$ cat src/rtl/ft_alu_retry_scheduler.sv
// Round-robin scheduler sharing one registered fault-tolerant ALU between two requesters.
// Each op is issued, checked one cycle later, and re-issued on alu_error up to MAX_RETRY times.
module ft_alu_retry_scheduler #(
    parameter int W         = 16,
    parameter int MAX_RETRY = 2,
    parameter int RETRY_W   = 2,
    parameter int CNT_W     = 8
) (
    input  logic               clk,
    input  logic               rst_n,
    input  logic               req0_valid,
    output logic               req0_ready,
    input  logic [3:0]         req0_opcode,
    input  logic [W-1:0]       req0_a,
    input  logic [W-1:0]       req0_b,
    input  logic               req1_valid,
    output logic               req1_ready,
    input  logic [3:0]         req1_opcode,
    input  logic [W-1:0]       req1_a,
    input  logic [W-1:0]       req1_b,
    output logic               resp_valid,
    input  logic               resp_ready,
    output logic               resp_id,
    output logic [W-1:0]       resp_result,
    output logic               resp_cout,
    output logic               resp_zero,
    output logic               resp_overflow,
    output logic               resp_fail,
    output logic [RETRY_W-1:0] resp_retries,
    output logic [W-1:0]       alu_operand_a,
    output logic [W-1:0]       alu_operand_b,
    output logic [3:0]         alu_opcode,
    input  logic [W-1:0]       alu_result,
    input  logic               alu_cout,
    input  logic               alu_zero,
    input  logic               alu_overflow,
    input  logic               alu_error,
    input  logic               err_count_clr,
    output logic [CNT_W-1:0]   err_event_count,
    output logic               busy
);
    typedef enum logic [1:0] {IDLE, ISSUE, CHECK, RESP} state_t;

    localparam logic [RETRY_W-1:0] MAX_RETRY_V = RETRY_W'(MAX_RETRY);

    state_t              state_reg, state_next;
    logic                last_grant_reg, last_grant_next;
    logic [RETRY_W-1:0]  retry_reg, retry_next;
    logic                id_reg;
    logic [3:0]          opcode_reg;
    logic [W-1:0]        a_reg, b_reg;
    logic                resp_id_reg, resp_cout_reg, resp_zero_reg, resp_overflow_reg, resp_fail_reg;
    logic [W-1:0]        resp_result_reg;
    logic [RETRY_W-1:0]  resp_retries_reg;
    logic [CNT_W-1:0]    err_count_reg;
    logic                grant0, grant1, exit_to_resp;

    // On contention the requester that did not win last time is granted.
    always_comb begin
        grant0 = 1'b0;
        grant1 = 1'b0;
        if (state_reg == IDLE) begin
            if (req0_valid && (!req1_valid || last_grant_reg)) begin
                grant0 = 1'b1;
            end else if (req1_valid) begin
                grant1 = 1'b1;
            end
        end
    end

    always_comb begin
        state_next      = state_reg;
        retry_next      = retry_reg;
        last_grant_next = last_grant_reg;
        exit_to_resp    = 1'b0;
        case (state_reg)
            IDLE: begin
                if (grant0 || grant1) begin
                    state_next      = ISSUE;
                    retry_next      = '0;
                    last_grant_next = grant1;
                end
            end
            ISSUE: state_next = CHECK;
            CHECK: begin
                if (alu_error && (retry_reg < MAX_RETRY_V)) begin
                    retry_next = retry_reg + 1'b1;
                    state_next = ISSUE;
                end else begin
                    state_next   = RESP;
                    exit_to_resp = 1'b1;
                end
            end
            RESP: begin
                if (resp_ready) begin
                    state_next = IDLE;
                end
            end
            default: state_next = IDLE;
        endcase
    end

    always_ff @(posedge clk or negedge rst_n) begin
        if (!rst_n) begin
            state_reg      <= IDLE;
            last_grant_reg <= 1'b1;
            retry_reg      <= '0;
        end else begin
            state_reg      <= state_next;
            last_grant_reg <= last_grant_next;
            retry_reg      <= retry_next;
        end
    end

    // Latched op drives the ALU directly, so it stays stable until the next accept.
    always_ff @(posedge clk or negedge rst_n) begin
        if (!rst_n) begin
            id_reg     <= 1'b0;
            opcode_reg <= '0;
            a_reg      <= '0;
            b_reg      <= '0;
        end else if (grant0 || grant1) begin
            id_reg     <= grant1;
            opcode_reg <= grant1 ? req1_opcode : req0_opcode;
            a_reg      <= grant1 ? req1_a : req0_a;
            b_reg      <= grant1 ? req1_b : req0_b;
        end
    end

    always_ff @(posedge clk or negedge rst_n) begin
        if (!rst_n) begin
            resp_id_reg       <= 1'b0;
            resp_result_reg   <= '0;
            resp_cout_reg     <= 1'b0;
            resp_zero_reg     <= 1'b0;
            resp_overflow_reg <= 1'b0;
            resp_fail_reg     <= 1'b0;
            resp_retries_reg  <= '0;
        end else if (exit_to_resp) begin
            resp_id_reg       <= id_reg;
            resp_result_reg   <= alu_result;
            resp_cout_reg     <= alu_cout;
            resp_zero_reg     <= alu_zero;
            resp_overflow_reg <= alu_overflow;
            resp_fail_reg     <= alu_error;
            resp_retries_reg  <= retry_reg;
        end
    end

    // Clear has priority over a same-cycle error event.
    always_ff @(posedge clk or negedge rst_n) begin
        if (!rst_n) begin
            err_count_reg <= '0;
        end else if (err_count_clr) begin
            err_count_reg <= '0;
        end else if ((state_reg == CHECK) && alu_error && (err_count_reg != {CNT_W{1'b1}})) begin
            err_count_reg <= err_count_reg + 1'b1;
        end
    end

    assign req0_ready      = grant0;
    assign req1_ready      = grant1;
    assign resp_valid      = (state_reg == RESP);
    assign resp_id         = resp_id_reg;
    assign resp_result     = resp_result_reg;
    assign resp_cout       = resp_cout_reg;
    assign resp_zero       = resp_zero_reg;
    assign resp_overflow   = resp_overflow_reg;
    assign resp_fail       = resp_fail_reg;
    assign resp_retries    = resp_retries_reg;
    assign alu_operand_a   = a_reg;
    assign alu_operand_b   = b_reg;
    assign alu_opcode      = opcode_reg;
    assign err_event_count = err_count_reg;
    assign busy            = (state_reg != IDLE);
endmodule
$ cat config.mk
export PLATFORM = sky130hd
export DESIGN_NAME = ft_alu_retry_scheduler
export DESIGN_NICKNAME = d
export VERILOG_FILES = /design/src/rtl/ft_alu_retry_scheduler.sv
export SDC_FILE = /design/constraint.sdc
export NUM_CORES = 1
export LEC_CHECK = 0
export ABC_AREA = 1
export BUFFER_PORTS_ARGS = -buffer_cell sky130_fd_sc_hd__buf_2
export CAP_MARGIN = 20
export CORE_MARGIN = 2
export CORE_UTILIZATION = 47
export DETAILED_ROUTE_END_ITERATION = 8
export PLACE_DENSITY = 0.86
export SYNTH_ARGS = -nofsm -noshare
export SYNTH_HDL_FRONTEND = slang
export SYNTH_SLANG_ARGS = --single-unit
$ cat constraint.sdc
create_clock -name clk -period 1.7 [get_ports clk]
set_input_delay 0.17 -clock clk [delete_from_list [all_inputs] [get_ports clk]]
set_output_delay 0.17 -clock clk [all_outputs]
set_load 0.05 [all_outputs]
After elaboration in Yosys (flattened, before gate mapping)
Cells that the tools add are included.
{"block": "word_totals", "mem_bits_ro": 0, "mem_bits_rw": 0, "elab_cells": 58, "latch_bits": 0, "n_memories": 0, "reg_bits": 73}
{"block": "classes", "bitwise": 0, "n_shift": 0, "add_sub_neg": 2, "div": 0, "magnitude_cmp": 1, "n_eq_ne": 7, "reduce_logical": 14, "mul": 0, "mux": 19}
{"cell": "16-bit 2-to-1 mux", "count": 2}
{"cell": "8-bit 2-to-1 mux", "count": 2}
{"cell": "2-bit 2-to-1 mux", "count": 5}
{"cell": "8-bit by 1-bit adder with 8-bit output (second input constant)", "count": 1}
{"cell": "8-bit != test (second input constant)", "count": 1}
{"cell": "2-bit case mux with 4 select lines", "count": 1}
{"cell": "1-bit 2-to-1 mux", "count": 7}
{"cell": "2-bit nonzero test", "count": 3}
{"cell": "2-bit == test (second input constant)", "count": 2}
{"cell": "1-bit logical AND", "count": 4}
{"cell": "4-bit 2-to-1 mux", "count": 1}
{"cell": "2-bit by 1-bit != test with 1-bit output (second input constant)", "count": 2}
{"cell": "2-bit case mux with 2 select lines", "count": 1}
{"cell": "2-bit AND reduction", "count": 2}
{"cell": "3-bit AND reduction", "count": 1}
{"cell": "2-bit by 1-bit adder with 2-bit output (second input constant)", "count": 1}
{"cell": "2-bit by 1-bit == test with 1-bit output (second input constant)", "count": 1}
{"cell": "2-bit logical NOT", "count": 1}
{"cell": "1-bit logical OR", "count": 2}
{"cell": "2-bit less-than comparator (second input constant)", "count": 1}
{"cell": "2-bit != test (second input constant)", "count": 1}
{"cell": "1-bit logical NOT", "count": 1}

Longest topological paths before layout
{"block": "logic_depth", "word_depth": 8, "mapped_depth": 8}

Least setup slack after synthesis
No wires, ideal clock.
{"block": "synth_timing", "path_type": "register to register", "start": "reg err_count_reg[1] (netlist: err_event_count[1])", "end": "reg err_count_reg[3] (netlist: err_event_count[3])", "stages_incl_launch_ff": 9, "t_arrival_ns": 1.543, "path_buffers": 0, "t_required_ns": 1.576, "slack_ns": 0.034, "cell_sequence": "dfrtp_1 > ha_1 > nand2_1 > nor2_1 > nand2_1 > nand2_2 > nand2_1 > nand2_1 > o21ai_1"}
{"block": "synth_between", "elab_chain_len": 3, "word_cells_on_any_way": 6, "cone_classes": "add/sub: 1; eq/ne: 1; mux: 2; reduce/logical: 2"}
{"item": "start: declaration", "line": "55", "source": "logic [CNT_W-1:0] err_count_reg;"}
{"item": "start signal: assignment", "line": "157", "source": "err_count_reg <= err_count_reg + 1'b1;"}
{"item": "8-bit by 1-bit adder with 8-bit output or 8-bit != test (tied branches)", "line": "157, 156"}
{"item": "8-bit 2-to-1 mux or 1-bit logical AND (tied branches)", "line": "156", "source": "end else if ((state_reg == CHECK) && alu_error && (err_count_reg != {CNT_W{1'b1}})) begin"}
{"item": "8-bit 2-to-1 mux or 2-bit nonzero test (tied branches)"}
Parallel ways exist; a longest one is shown, timed or not. The select of a mux whose other input is x is not followed.
A chain may end at the register's enable or synchronous reset.

Worst setup path after layout
{"block": "layout_timing", "start": "reg last_grant_reg", "end": "out req0_ready"}
{"block": "layout_between", "elab_chain_len": 4}
{"item": "start: declaration", "line": "47", "source": "logic last_grant_reg, last_grant_next;"}
{"item": "start signal: assignment", "line": "110", "source": "last_grant_reg <= last_grant_next;"}
{"item": "1-bit logical OR", "line": "63", "source": "if (req0_valid && (!req1_valid || last_grant_reg)) begin"}
{"item": "1-bit logical AND", "line": "63"}
{"item": "1-bit 2-to-1 mux", "line": "63"}
{"item": "1-bit 2-to-1 mux", "line": "62", "source": "if (state_reg == IDLE) begin"}
{"item": "end: declaration", "line": "12", "source": "output logic req0_ready,"}
No other way between the ends.

==> metrics.md <==
| Metric | Value |
|---|---|
| Clock transition at path regs | `0.07 ns` |
| Antenna violations before repair | `0` |
| Syn Area/Cell | `7.47 um2` |
| # DRC | `0` |
| Final net count | `747` |
| VDD IR max | `between 0.001 and 0.0015 V` |
| Leak pwr | `approximately 2.8 nW` |
| Post-synth EDFFs | `0` |
| Cell taking the most area after synthesis | `dfrtp_1` |
| Post-route ant nets | `0` |
| RSZ-0062 raised after global routing | `false` |
| Post-synth ARST share | `1.00` |
| Number of global-route vias before repair | `around 3400` |
| Worst Path Arrival | `~1.4 ns` |
| Post-synth net total | `between 500 and 600` |
| Worst path required time | `about 1.5 ns` |
| PwrDens | `between 2000 and 2500 nW/um2` |
| Top cells by area, synth | `dfrtp_1, nand2_1, inv_1, nor2_1, o21ai_1` |
| FMAX | `approximately 620 MHz` |
| Setup-failing EPs final | `0` |
| Comb power frac | `0.560` |
| Gr ovfl total | `0` |
| Post-Syn Area | `roughly 3600 um2` |
| Num ports | `around 170` |
| Clk root buf | `clkbuf_8` |
| Layout cells sized above 1 | `0.313` |
| Chip Height | `~91 um` |
| Drt via density | `about 4.8` |
| Sw power | `5.22 mW` |
| Sequential area share after synthesis | `0.510` |
| Number of buffers created by CTS | `9` |
| Syn Inst Count | `480` |
| Sw Share | `0.540` |
| Launching element type of the critical path | `flop` |
| Reg power frac | `0.308` |
| CORE AREA | `between 7000 and 8000 um2` |
| CTS tree | `built` |
| Ant. Diodes | `0` |
| Clock buffer depth | `2` |
| Final clock skew | `0.00868 ns` |
| Crit. End Element | `output pin` |
| Final setup TNS | `0 ns` |
| Combined global-route utilization of all metal layers | `0.224` |
| Largest net degree at the start of global routing | `74` |
| Routed vias | `around 3600` |
| Final WL | `9.01 mm` |
| GPL Wtd Cong | `roughly 0.85` |
| Cell depth of the worst flop-to-flop path | `8` |
| Hold depth | `3` |
| Initial Utilization | `0.489` |
| Hold_ws | `~0.024 ns` |
| Router iterations before antenna repair | `5` |
| Area grow syn2layout | `30.7%` |
| Worst skew pair latency | `about 0.34 ns` |
| Clock share of power | `0.132` |
| # port buffers | `between 150 and 200` |
| End-of-flow core utilization | `0.639` |
| Htree depth | `3` |
| P_int | `between 4 and 5 mW` |
| Kind of critical path | `reg -> out` |
| Worst Tran Pin Value | `~0.42 ns` |
| Most used DFF post-synth | `dfrtp_1` |
| Min-Delay Path Class | `in -> reg` |
| Synthesis-stage register bit count | `73` |
| Hold Vio Cnt, Final | `0` |
| Filler instances | `between 600 and 700` |
| Final min period | `1.61 ns` |
| Crit Path Max Fanout | `5` |
| Fin. max-slew vios | `0` |
| First-pass GRT wire length | `roughly 15 mm` |
| Max Cap Viol | `0` |
| Worst slew margin | `0.723` |
| Status | `complete, no violations` |
| Starting DRC count in detailed routing | `127` |
| Yosys cell types | `26` |
| Die area | `roughly 8300 um2` |
| Tcrit/Tclk final | `0.949` |
| Routed WL per cell | `~12 um` |
| Yosys top cell area share | `0.502` |
| DP Wirelength | `around 6.7 mm` |
| Core Rows | `31` |
| Synth Warn # | `0` |
| Die X | `between 90 and 100 um` |
| Num Clock Sinks | `73` |
==> stage by stage <==
stage                     std cells  power [mW]  worst slack, ns  instance area (um2)
after floorplan                 480        7.17           0.0338                 3590
after global placement          734        8.31            0.193                 4490
after detailed placement        734        8.46            0.150                 4490
after CTS                       750        9.75           0.0296                 4680
after global routing            751        10.3          0.00495                 4690
final                           751        9.67           0.0861                 4690
==> power groups by stage <==
stage	registers, mW	clock network [mW]	logic, mW
CTS	2.98	1.30	5.46
detailed placement	3.00	0	5.46
floorplan	5.35	0	1.82
global route	3.07	1.39	5.82
finish	2.98	1.28	5.41
global placement	2.97	0	5.34
==> critical path: stages (launching register included) <==
cell and delay [ns]:
dfstp_2 0.54, inv_1 0.04, nand2_1 0.09, nand3_4 0.11
inv_1 0.07, buf_2 0.26
==> cells in the mapped netlist, types with 3 or more instances <==
library cell  number
nand3_1           15
a21oi_1            7
dfrtp_1           72
buf_2              4
o21ai_0            5
buf_6              5
nor2_1            47
inv_1             55
nand2_1          206
o21ai_1           34
inv_2              3
buf_4              9
nand2_2            3
o21ai_2            3
==> logic make-up after synthesis <==
| kind of cell | after synthesis | synth area share |
|---|---|---|
| and+or+nand+nor | 276 | 0.305 |
| buffers and inverters | 78 | 0.104 |
| DFF | 73 | 0.510 |
| AOI/OAI and AO/OA | 52 | 0.0781 |
| adders and majority gates | 1 | 0.00349 |
==> worst paths after layout <==
kind | start | to | slack, ns
min | alu_result[7] | resp_result[7] | 0.02
min in group asynchronous | rst_n | retry_reg[0] | 0.37
max | last_grant_reg | req0_ready | 0.09
max in group asynchronous | rst_n | last_grant_reg | 0.97
max reg2reg | err_event_count[1] | err_event_count[3] | 0.12
min reg2reg | resp_result[11] | resp_result[11] | 0.47
==> per-layer routing <==
| layer | vias to the layer above | track usage | wire, um |
|---|---|---|---|
| li1 | 1783 | - | - |
| met1 | 1634 | 0.265 | 3490 |
| met2 | 156 | 0.382 | 4650 |
| met3 | 24 | 0.0647 | 643 |
| met4 | 0 | 0.0896 | 230 |
| met5 | - | 0 | 0 |
==> layout make-up <==
cell class | instances | area, um2 | share of cell area
Sequential cell | 73 | 1830 | 0.390
Multi-Input combinational cell | 329 | 1390 | 0.296
Timing Repair Buffer | 176 | 946 | 0.202
Inverter | 59 | 224 | 0.0478
Clock buffer | 11 | 131 | 0.0280
Tap cell | 99 | 124 | 0.0264
Clock inverter | 4 | 45.0 | 0.00961
==> cells in the final DEF, fill, tap and decap left out, types with 2 or more instances in the layout <==
cell / count
a21oi_1: 7
buf_12: 3
buf_2: 166
buf_4: 6
clkbuf_1: 2
clkbuf_8: 9
clkinv_2: 3
dfrtp_1: 71
inv_1: 55
inv_2: 3
nand2_1: 206
nand2_2: 3
nand3_1: 15
nor2_1: 47
o21ai_0: 5
o21ai_1: 34
o21ai_2: 3
==> repair_timing <==
action                     in CTS  in global routing
setup buffers                   0                  1
hold endpoints to repair       72                  0
gates resized for setup         0                  3
setup endpoints to repair       0                  2
hold buffers                    1                  0
Power figures use the tool's default switching activity.
